`src/rtl/swin_conditioner.sv`:
```
// rtl/swin_conditioner.sv - slide-switch synchroniser, per-bit debouncer and edge/sticky-change reporter
// Optional sticky change flag and mask are built only when SWIN_STICKY_EN is defined.
module swin_conditioner #(
    parameter int WIDTH     = 4,
    parameter int DB_CYCLES = 50000,
    parameter int CNT_W     = 16
) (
    input  logic             clk,
    input  logic             reset,
    input  logic [WIDTH-1:0] sw_raw,
    output logic [WIDTH-1:0] sw_clean,
    output logic [WIDTH-1:0] rise,
    output logic [WIDTH-1:0] fall,
    output logic             changed,
    output logic [WIDTH-1:0] change_mask,
    input  logic             ack
);

    localparam logic [CNT_W-1:0] CNT_MAX = CNT_W'(DB_CYCLES - 1);

    logic [WIDTH-1:0] sync1_q, sync2_q;
    logic [WIDTH-1:0] sync1_d, sync2_d;
    logic [WIDTH-1:0] clean_q, clean_d;
    logic [WIDTH-1:0] rise_q, rise_d;
    logic [WIDTH-1:0] fall_q, fall_d;
    logic [CNT_W-1:0] cnt_q [WIDTH];
    logic [CNT_W-1:0] cnt_d [WIDTH];

    always_comb begin
        sync1_d = sw_raw;
        sync2_d = sync1_q;
        clean_d = clean_q;
        rise_d  = '0;
        fall_d  = '0;
        for (int i = 0; i < WIDTH; i++) begin
            cnt_d[i] = cnt_q[i];
            if (sync2_q[i] == clean_q[i]) begin
                cnt_d[i] = '0;
            end else if (cnt_q[i] == CNT_MAX) begin
                // The DB_CYCLES-th consecutive disagreeing sample commits the new level.
                clean_d[i] = sync2_q[i];
                rise_d[i]  = sync2_q[i];
                fall_d[i]  = ~sync2_q[i];
                cnt_d[i]   = '0;
            end else begin
                cnt_d[i] = cnt_q[i] + 1'b1;
            end
        end
    end

    always_ff @(posedge clk or posedge reset) begin
        if (reset) begin
            sync1_q <= '0;
            sync2_q <= '0;
            clean_q <= '0;
            rise_q  <= '0;
            fall_q  <= '0;
            for (int i = 0; i < WIDTH; i++) begin
                cnt_q[i] <= '0;
            end
        end else begin
            sync1_q <= sync1_d;
            sync2_q <= sync2_d;
            clean_q <= clean_d;
            rise_q  <= rise_d;
            fall_q  <= fall_d;
            for (int i = 0; i < WIDTH; i++) begin
                cnt_q[i] <= cnt_d[i];
            end
        end
    end

    assign sw_clean = clean_q;
    assign rise     = rise_q;
    assign fall     = fall_q;

`ifdef SWIN_STICKY_EN
    logic [WIDTH-1:0] mask_q, mask_d;
    logic             changed_q, changed_d;

    // A pulse landing in the same cycle as ack survives the clear.
    always_comb begin
        mask_d    = (ack ? '0 : mask_q) | rise_q | fall_q;
        changed_d = |mask_d;
    end

    always_ff @(posedge clk or posedge reset) begin
        if (reset) begin
            mask_q    <= '0;
            changed_q <= 1'b0;
        end else begin
            mask_q    <= mask_d;
            changed_q <= changed_d;
        end
    end

    assign change_mask = mask_q;
    assign changed     = changed_q;
`else
    logic unused_ack;
    assign unused_ack  = ack;
    assign change_mask = '0;
    assign changed     = 1'b0;
`endif

endmodule

```
`config.mk`:
```
export PLATFORM = sky130hd
export DESIGN_NAME = swin_conditioner
export DESIGN_NICKNAME = d
export VERILOG_FILES = /design/src/rtl/swin_conditioner.sv
export SDC_FILE = /design/constraint.sdc
export NUM_CORES = 1
export LEC_CHECK = 0
export CAP_MARGIN = 20
export CORE_UTILIZATION = 30
export CTS_CLUSTER_DIAMETER = 40
export CTS_CLUSTER_SIZE = 14
export DETAILED_ROUTE_END_ITERATION = 8
export PLACE_DENSITY = 0.45
export SYNTH_ARGS = -nofsm -noshare
export SYNTH_HDL_FRONTEND = slang
export SYNTH_SLANG_ARGS = --single-unit
```
`constraint.sdc`:
```
create_clock -name clk -period 7.49 [get_ports clk]
set_clock_uncertainty 0.15 [all_clocks]
set_input_delay 2.247 -clock clk [delete_from_list [all_inputs] [get_ports clk]]
set_output_delay 2.247 -clock clk [all_outputs]
set_load 0.02 [all_outputs]
```
==> impl_results.md <==
* Outcome: completed
* Initial antenna violation count at 0
* Post-synth EDFFs at 0
* Kind of start point of the critical path: register
* Overflow after GRT at 0
* Clock Latency Late Sink at between 0.3 and 0.4 ns
* Top cells by area, synth: dfrtp_1 (55%), xnor2_1 (9.0%), nor2_1 (6.6%)
* CP Data Required Time at 5.09 ns
* Port Buffers at 17
* CTS root buf: clkbuf_16
* Async SR Flop Fraction at 1.00
* Setup ws final at 3.67 ns
* Die X at between 100 and 150 um
* Area Overhead vs Synth at 15.9%
* Post-synthesis xor/xnor area fraction at 0.133
* Part of the cycle the worst path needs at 0.510
* Final hold violation count at 0
* Data arrival, critical path at 1.42 ns
* Synth Area in Adders at 0.0131
* WHS at approximately 0.20 ns
* Total track usage at 0.124
* Simple-gate portion of the synthesized area at 0.254
* Hold_buf cts at 0
* R2R depth at 5
* Mapped Area at about 0.0038 mm^2
* Cell with the most instances after synthesis: dfrtp_1
* Layout cells sized above 1 at 0.0568
* Top-area cell type share of the netlist area at 0.552
* Yosys top cell by area: dfrtp_1
* Final Wtd Congestion at between 0.7 and 0.8
* Critical-path top delay cell: clkdlybuf4s50_1
* Clock sinks at 84
* Starting DRC count in detailed routing at approximately 110
* Hold path cells at 0
* Mapped Cells at 361
* Distinct cells, synth at 30
* Largest family of logic cells by synthesized area: simple AND/OR/NAND/NOR gates
* Final setup violation count at 0
* Hold WC Path Type: register to register
* Worst-margin pin slew at approximately 0.75 ns
* Die ar. at 0.0131 mm^2
* CP Capture Type: primary output
* Setup TNS at 0 ns
* Largest net degree at the start of global routing at 57
* Leakage power at 1.77 nW
* CTS Buf Count at 9
* Die height at about 110 um
* Worst slack at placement at 3.57 ns
* Via count at between 2000 and 3000
* Synth cell count leaders: dfrtp_1 (84), nor2_1 (67), xnor2_1 (39)
* Main synth FF type: dfrtp_1
* WL/cell at 12.6 um
* Post-CTS setup buffer count at 0
* CTS tree: done
* Vias/cell at approximately 4.6
* Largest stage delay on the critical path at between 0.6 and 0.7 ns
* Cts repair resizes at 0
* Pwr per Cell Area at slightly above 200 mW/mm^2
* HP Start: sync1_q[0]$_DFF_PP0_
* Max Fanout on Critical Path at 5
* # rows at 40
* Worst path buffer plus inverter count at 1
* H-tree levels at 3
* RSZ-0062 raised after global routing: false
* RR Endpoint: cnt_q[25]$_DFF_PP0_
* Critical path startpoint: sw_clean[1]$_DFFE_PP0P_
* Seq/Total Area, Yosys at 0.552
* Count of pins over their slew limit at 0
* Routed WL at 7.01 mm
* RR Startpoint: cnt_q[28]$_DFF_PP0_
* Antenna Cells at 0
* CP Class: register to primary output
* Starting density of the core at 0.312
* Drt first pass iters at 4
* DRC viols at 0
* Clock-pin slew on the worst setup and hold paths at 0.06 ns
* Max IR drop VDD at 0.000148 V
* Slew Limit Headroom at 0.492
* Area post-placement at 0.00416 mm^2
* First-pass GRT wire length at roughly 13 mm
* Hold endpoint: sync2_q[0]$_DFF_PP0_
* Placeable Area at 0.0122 mm^2
* Io pins at 24
* Post-route cell area at ~0.0044 mm^2
* Worst-path cell chain: clkdlybuf4s50_1
* Compound-Gate Fraction of Synth Area at 0.00888
* Worst-case clock buffer depth at 2
* Number of global-route vias before repair at 2542
* Min Clock Period, post-route at roughly 3.8 ns
* DRT antenna net count at 0
* Syn avg cell area at between 10 and 15 um^2
* Post-synthesis mux area share at 0.0128
* Post-layout nets at ~400
* Fmax at around 0.26 GHz
* HPWL after DPL at around 4.6 mm
* Top delay family on crit path: buffers and inverters
* YS warnings at 0
* Max-cap violations at 0
* Reg2Reg Setup Slack at 5.28 ns
* FF+latch count, synth at between 80 and 90
[logic make-up after synthesis]
group           after synthesis
simple gates                187
flops                        84
xor+xnor                     58
buf+inv                      19
fa+ha+maj                     4
compound gates                4
mux                           4
other cells                   1
[layout by cell type, fill, tap and decap left out, types with 2 or more instances in the layout]
master,n
nand4_1,16
nand3_1,24
buf_4,2
nor4_1,14
clkdlybuf4s50_1,17
xor2_1,19
nor4bb_1,6
nor3_1,11
nor4b_1,3
mux2_2,3
nor2_1,67
ha_1,4
and3_1,9
and4_1,3
conb_1,5
nor3b_1,9
a21oi_1,2
clkbuf_16,9
inv_1,7
xnor2_1,39
nand2_1,20
dfrtp_1,84
clkinv_2,4
[how the worst max path moves through the flow]
| stage | end | depth (start not counted) |
|---|---|---|
| floorplan | cnt_q[0]$_DFF_PP0_ | 1 |
| global placement | cnt_q[24]$_DFF_PP0_ | 3 |
| detailed placement | cnt_q[30]$_DFF_PP0_ | 3 |
| CTS | sw_clean[1] | 1 |
| global route | sw_clean[1] | 1 |
| finish | sw_clean[1] | 1 |
[flip-flops by register name, indices dropped and copies added, names as in the netlist]
name	count
rise	4
sync2_q	4
sync1_q	4
sw_clean	4
fall	4
cnt_q	64
[per-layer routing]
layer  vias up  track usage  routed length [um]
li1       1279            -                   -
met1      1223        0.166                3590
met2        31        0.183                3090
met3         9       0.0455                 244
met4         0       0.0442                  88
met5         -            0                   0
[report_power, final]
part,internal (mW),switching [mW]
sequential,0.461,0.00724
clock,0.228,0.169
combinational,0.00911,0.0205
[final cells by class]
class,count,area (um^2)
clock inverters,3,15.0
repair buffers,19,185
multi-input cells,262,1630
flip-flops and latches,84,2100
fillers,1247,7800
inverters,8,31.3
well taps,168,210
clock buffers,11,243
[metrics by stage]
stage | total power, mW | instances | utilization
after floorplan | 0.498 | 365 | -
after global routing | 0.937 | 555 | 0.361
after global placement | 0.507 | 541 | 0.340
final | 0.895 | 555 | 0.361
after detailed placement | 0.507 | 541 | 0.340
after CTS | 0.915 | 555 | 0.361
(Power assumes the default switching activity.)
==> RTL edit 1: new RTL, same flow settings <==
`CNT_W`: 16 -> 18.
--- a/src/rtl/swin_conditioner.sv
+++ b/src/rtl/swin_conditioner.sv
@@ -4,5 +4,5 @@
     parameter int WIDTH     = 4,
     parameter int DB_CYCLES = 50000,
-    parameter int CNT_W     = 16
+    parameter int CNT_W     = 18
 ) (
     input  logic             clk,
Check against the original RTL: same outputs for any inputs over 10 cycles, from zero or initial values and one cycle with reset high; that may be too few to reach the edited logic, so the function may still have changed.
==> RTL edit 1 against the original RTL <==
Sequential cell count grew 8. Cell area is 12% higher. Clock power grew 15%. Worst setup slack lost 30 ps. Non-clock buffer count is 3 higher. Fmax fell by 0.79%. Wire length increased by 14%. Power rose by 12%. Synthesized area increased by 12%. Highest routed layer unchanged.
==> RTL edit 1: results (changes against the original RTL) <==
Pwr
  • Switch share: 22.4% (+0.48 points)
  • Pwr per Cell Area: 203 nW/um^2 (about the same)
  • VDD IR max: 107 uV (-28%)
  • P_leak: 1.90 nW (+7.4%)
  • Sequential power share: 51.1% (-1.3 points)

Clock tree
  • Worst skew pair latency: between 300 and 400 ps
  • CTS buffer count: 9 (unchanged)

Cells and area
  • Filler cells: 1372 (+10%)
  • Layout net count: 448 (+13%)
  • Share of post-route cells with drive strength above 1: 7.01% (+1.3 points)
  • Max reg flops: 72 (+13%)

Synthesis
  • Area share of fa/ha/maj cells after synthesis: 1.18% (-0.14 points)
  • Synth area leaders: dfrtp_1 (54%), xnor2_1 (11%), nor2_1 (7.2%), nand3_1 (3.3%), nand4_1 (2.7%)
  • Seq/Total Area, Yosys: 54.2% (-0.98 points)
  • Post-synth top cells: dfrtp_1 (92), nor2_1 (81), xnor2_1 (53), nand3_1 (28)
  • Multiplexer area fraction after synthesis: 1.15% (-0.13 points)
  • Compound-Gate Fraction of Synth Area: 1.89% (+1.0 points)

Run status
  • Status: complete, no violations

Routing
  • DRT Wirelength: 8.02 mm (+14%)
  • Via density: 4.74 (+3.4%)
  • Initial DRC count: 172 (+62%)

Place
  • Post-DP HPWL: 5.22 mm (+14%)
  • GPL Wtd Cong: 0.740 (about the same)

Global route
  • Tot GR Track Use: 12.4% (about the same)
  • First-pass GRT wire length: 14.0 mm (+11%)
  • Vias in the first global route: 2907 (+14%)

Worst setup path
  • CP Data Arrival Time: 1450 ps (+30 ps)
  • Critical Path Max Stage Delay: 680 ps (+40 ps)
[RTL edit 1: cell types whose count changed in the layout (fill, tap and decap cells not counted), sizes merged, moves of 7 or more]
cell   unedited run  this run
inv               7        14
dfrtp            84        92
or4               2         9
xnor2            39        53
xor2             19        11
nor2             67        81
[RTL edit 1: worst paths after layout]
kind,slack [ps],cells past startpoint,endpoint,from
setup / recovery,3640,1,sw_clean[3],sw_clean[3]$_DFFE_PP0P_
hold / removal,200,0,sync2_q[1]$_DFF_PP0_,sync1_q[1]$_DFF_PP0_
setup reg to reg,4770,5,cnt_q[60]$_DFF_PP0_,cnt_q[58]$_DFF_PP0_
hold reg to reg,200,0,sync2_q[1]$_DFF_PP0_,sync1_q[1]$_DFF_PP0_
max in group asynchronous,4240,4,cnt_q[34]$_DFF_PP0_,reset
min in group asynchronous,1970,2,cnt_q[50]$_DFF_PP0_,reset
[RTL edit 1: routing by layer]
layer,part of all wire [%],global-route usage [%]
met5,0,0
met4,2.2,6.25
met3,3.0,3.43
met2,46,18.4
met1,49,16.4
[RTL edit 1: through the flow]
step / area [um^2] / instances / worst slack (ps)
final: 4930 / 622 / 3640
after global routing: 4930 / 622 / 3560
after CTS: 4910 / 621 / 3590
after detailed placement: 4610 / 605 / 3470
after global placement: 4590 / 602 / 3480
after floorplan: 4260 / 417 / 2700
[RTL edit 1: area by class of cell]
type                    instances  area [um^2]  share of cell area [%]
flip-flops and latches         92         2300                    46.7
multi-input cells             298         1830                    37.0
clock buffers                  11          233                    4.72
repair buffers                 22          231                    4.69
well taps                     180          225                    4.57
clock inverters                 5         61.3                    1.24
inverters                      14         53.8                    1.09
==> RTL edit 2: new RTL, same settings <==
Without the edit above. Register the input `sw_raw` before use, with the module's reset. The logic sees it one clock later. The other inputs are not delayed to match.
--- a/src/rtl/swin_conditioner.sv
+++ b/src/rtl/swin_conditioner.sv
@@ -19,4 +19,14 @@
     localparam logic [CNT_W-1:0] CNT_MAX = CNT_W'(DB_CYCLES - 1);
 
+    logic [WIDTH-1:0] sw_raw_q;
+
+    always_ff @(posedge clk or posedge reset) begin
+        if (reset) begin
+            sw_raw_q <= '0;
+        end else begin
+            sw_raw_q <= sw_raw;
+        end
+    end
+
     logic [WIDTH-1:0] sync1_q, sync2_q;
     logic [WIDTH-1:0] sync1_d, sync2_d;
@@ -28,5 +38,5 @@
 
     always_comb begin
-        sync1_d = sw_raw;
+        sync1_d = sw_raw_q;
         sync2_d = sync1_q;
         clean_d = clean_q;
Formal check against the unedited RTL: same outputs for any inputs over 10 cycles, from zero or initial values and one cycle with reset high; that may be too few to reach the edited logic, so the function may still have changed.
==> RTL edit 2 against the original RTL <==
Worst setup slack improved by 42 ps. Cell area increased by 3.1%. Critical path type unchanged. Sequential cell count increased by 4. Global-route usage decreased by 0.43 points. Largest cell class unchanged. First-iteration DRC count decreased by 8.5%. Combinational power about the same. Synthesized area increased by 2.6%. Wire length decreased by 0.17%. Power increased by 7.6%.
==> RTL edit 2: results (changes against the original RTL) <==
Run status
  • Status: complete, no violations

Worst hold path
  • Hold Path Stages: 0 (unchanged)
  • Worst Hold Endpoint: sync1_q[1]$_DFF_PP0_
  • Hold path start: sw_raw_q[1]$_DFF_PP0_
  • HP Class: reg2reg

Clock tree
  • CTS root buf: clkbuf_16
  • Post-cts sizing count: 0 (unchanged)
  • Clock-pin slew on the worst setup and hold paths: 60 ps (about the same)
  • Post-CTS Setup Bufs: 0 (unchanged)
  • Number of H-tree levels: 3 (unchanged)
  • CTS sink cnt: 88 (+4.8%)
  • Worst skew pair latency: 340 ps (about the same)

Cells and area
  • Non-clk buf share: 4.07% (-0.12 points)
  • Share of post-route cells with drive strength above 1: 5.87% (+0.18 points)
  • Number of multi-input logic gates: 262 (unchanged)
  • Ant diodes: 0 (unchanged)
  • CLK BUF: 11 (unchanged)
  • Multi-input combinational area share: 35.8% (-1.1 points)
  • Register area: 2200 um^2 (+4.8%)
  • Biggest register: cnt_q
  • ClkCell Share: 6.33% (+0.49 points)
  • Filler cells: 1292 (+3.6%)
  • Layout net count: 399 (+1.0%)

Worst setup path
  • R2r setup slk: 5300 ps (+20 ps)
  • RR Startpoint: cnt_q[28]$_DFF_PP0_
  • Worst r2r path cells: 5 (unchanged)
  • Delay-heaviest family, CP: buffers and inverters
  • Critical Path Max Stage Delay: ~630 ps
  • CP max FO: 5 (unchanged)
  • CP Data Arrival Time: 1380 ps (-40 ps)
  • Reg2reg end: cnt_q[27]$_DFF_PP0_

Pwr
  • P_leak: 1.83 nW (+3.4%)
  • VDD IR max: 156 uV (+5.6%)

Synthesis
  • Synth area leaders: dfrtp_1 (56%), xnor2_1 (8.7%), nor2_1 (6.4%), xor2_1 (4.3%), nand3_1 (3.1%)
  • Post-synth top cells: dfrtp_1 (88), nor2_1 (67), xnor2_1 (39), nand3_1 (24), nand2_1 (20)
  • Seq/Total Area, Yosys: 56.4% (+1.1 points)

Global route
  • Grt met1 use: 15.1% (-1.5 points)
  • Most Crowded Layer GR: met2
  • Met2 Resource Use GR: 18.1% (-0.13 points)
  • Met3 usage: 4.88% (+0.33 points)
  • Largest net degree at the start of global routing: 65 (+14%)
  • First-pass GRT wire length: 12.3 mm (-1.9%)
  • Vias in the first global route: 2618 (+3.0%)
  • Tot GR Track Use: 11.9% (-0.43 points)

Routing
  • Initial DRC count: 97 (-8.5%)
  • Top layer in use: met4
  • Wire length on met3: 313 um (+28%)
  • Routed wire per std cell: 12.4 um (-1.8%)
  • WL met1: 3.44 mm (-4.2%)
  • Met2 wire length: 3.13 mm (+1.4%)
  • Via density: 4.58 (about the same)

Timing
  • Slew HR: 47.1% (-2.1 points)

Place
  • Post-DP HPWL: 4.48 mm (-2.4%)
  • GPL Wtd Cong: 0.822 (+11%)
==> RTL edit 2: cell count changes in the layout (fill, tap and decap cells not counted), sizes merged <==
cell    unedited run  this run
bufinv             0         1
dfrtp             84        88
==> RTL edit 2: worst max-delay path by stage <==
stage	from	end	slack [ps]	depth (start not counted)
after floorplan	reset	cnt_q[0]$_DFF_PP0_	2810	1
after global placement	reset	cnt_q[62]$_DFF_PP0_	3500	3
after detailed placement	reset	cnt_q[61]$_DFF_PP0_	3490	3
after CTS	sw_clean[1]$_DFFE_PP0P_	sw_clean[1]	3680	1
after global routing	sw_clean[1]$_DFFE_PP0P_	sw_clean[1]	3630	1
final	sw_clean[2]$_DFFE_PP0P_	sw_clean[2]	3710	1
==> RTL edit 2: cell families (layout without fill, tap and decap cells) <==
group                      after synthesis  after routing  share of synthesized area, %
and+or+nand+nor                        187            187                          24.8
DFF                                     88             88                          56.4
xor gates and xnor gates                58             58                          13.0
buffers and inverters                   19             42                          2.37
adders and majority gates                4              4                          1.28
AOI/OAI and AO/OA                        4              4                         0.865
muxes                                    4              4                          1.25
other                                    1              5                        0.0960
==> RTL edit 2: per-stage QoR <==
stage | hold slack, ps | util (%) | area [um^2] | instances | setup slack, ps
finish | 192 | 35.9 | 4550 | 564 | 3710
global route | 199 | 35.9 | 4550 | 564 | 3630
CTS | 198 | 35.9 | 4550 | 564 | 3680
detailed placement | 185 | 33.6 | 4260 | 549 | 3490
global placement | 183 | 33.6 | 4260 | 549 | 3500
floorplan | 181 | - | 3920 | 369 | 2810
==> RTL edit 2: power breakdown <==
group          switching, W   total, W  internal, W
clock              0.000179   0.000443     0.000264
combinational     0.0000205  0.0000295   0.00000895
sequential       0.00000723   0.000491     0.000484
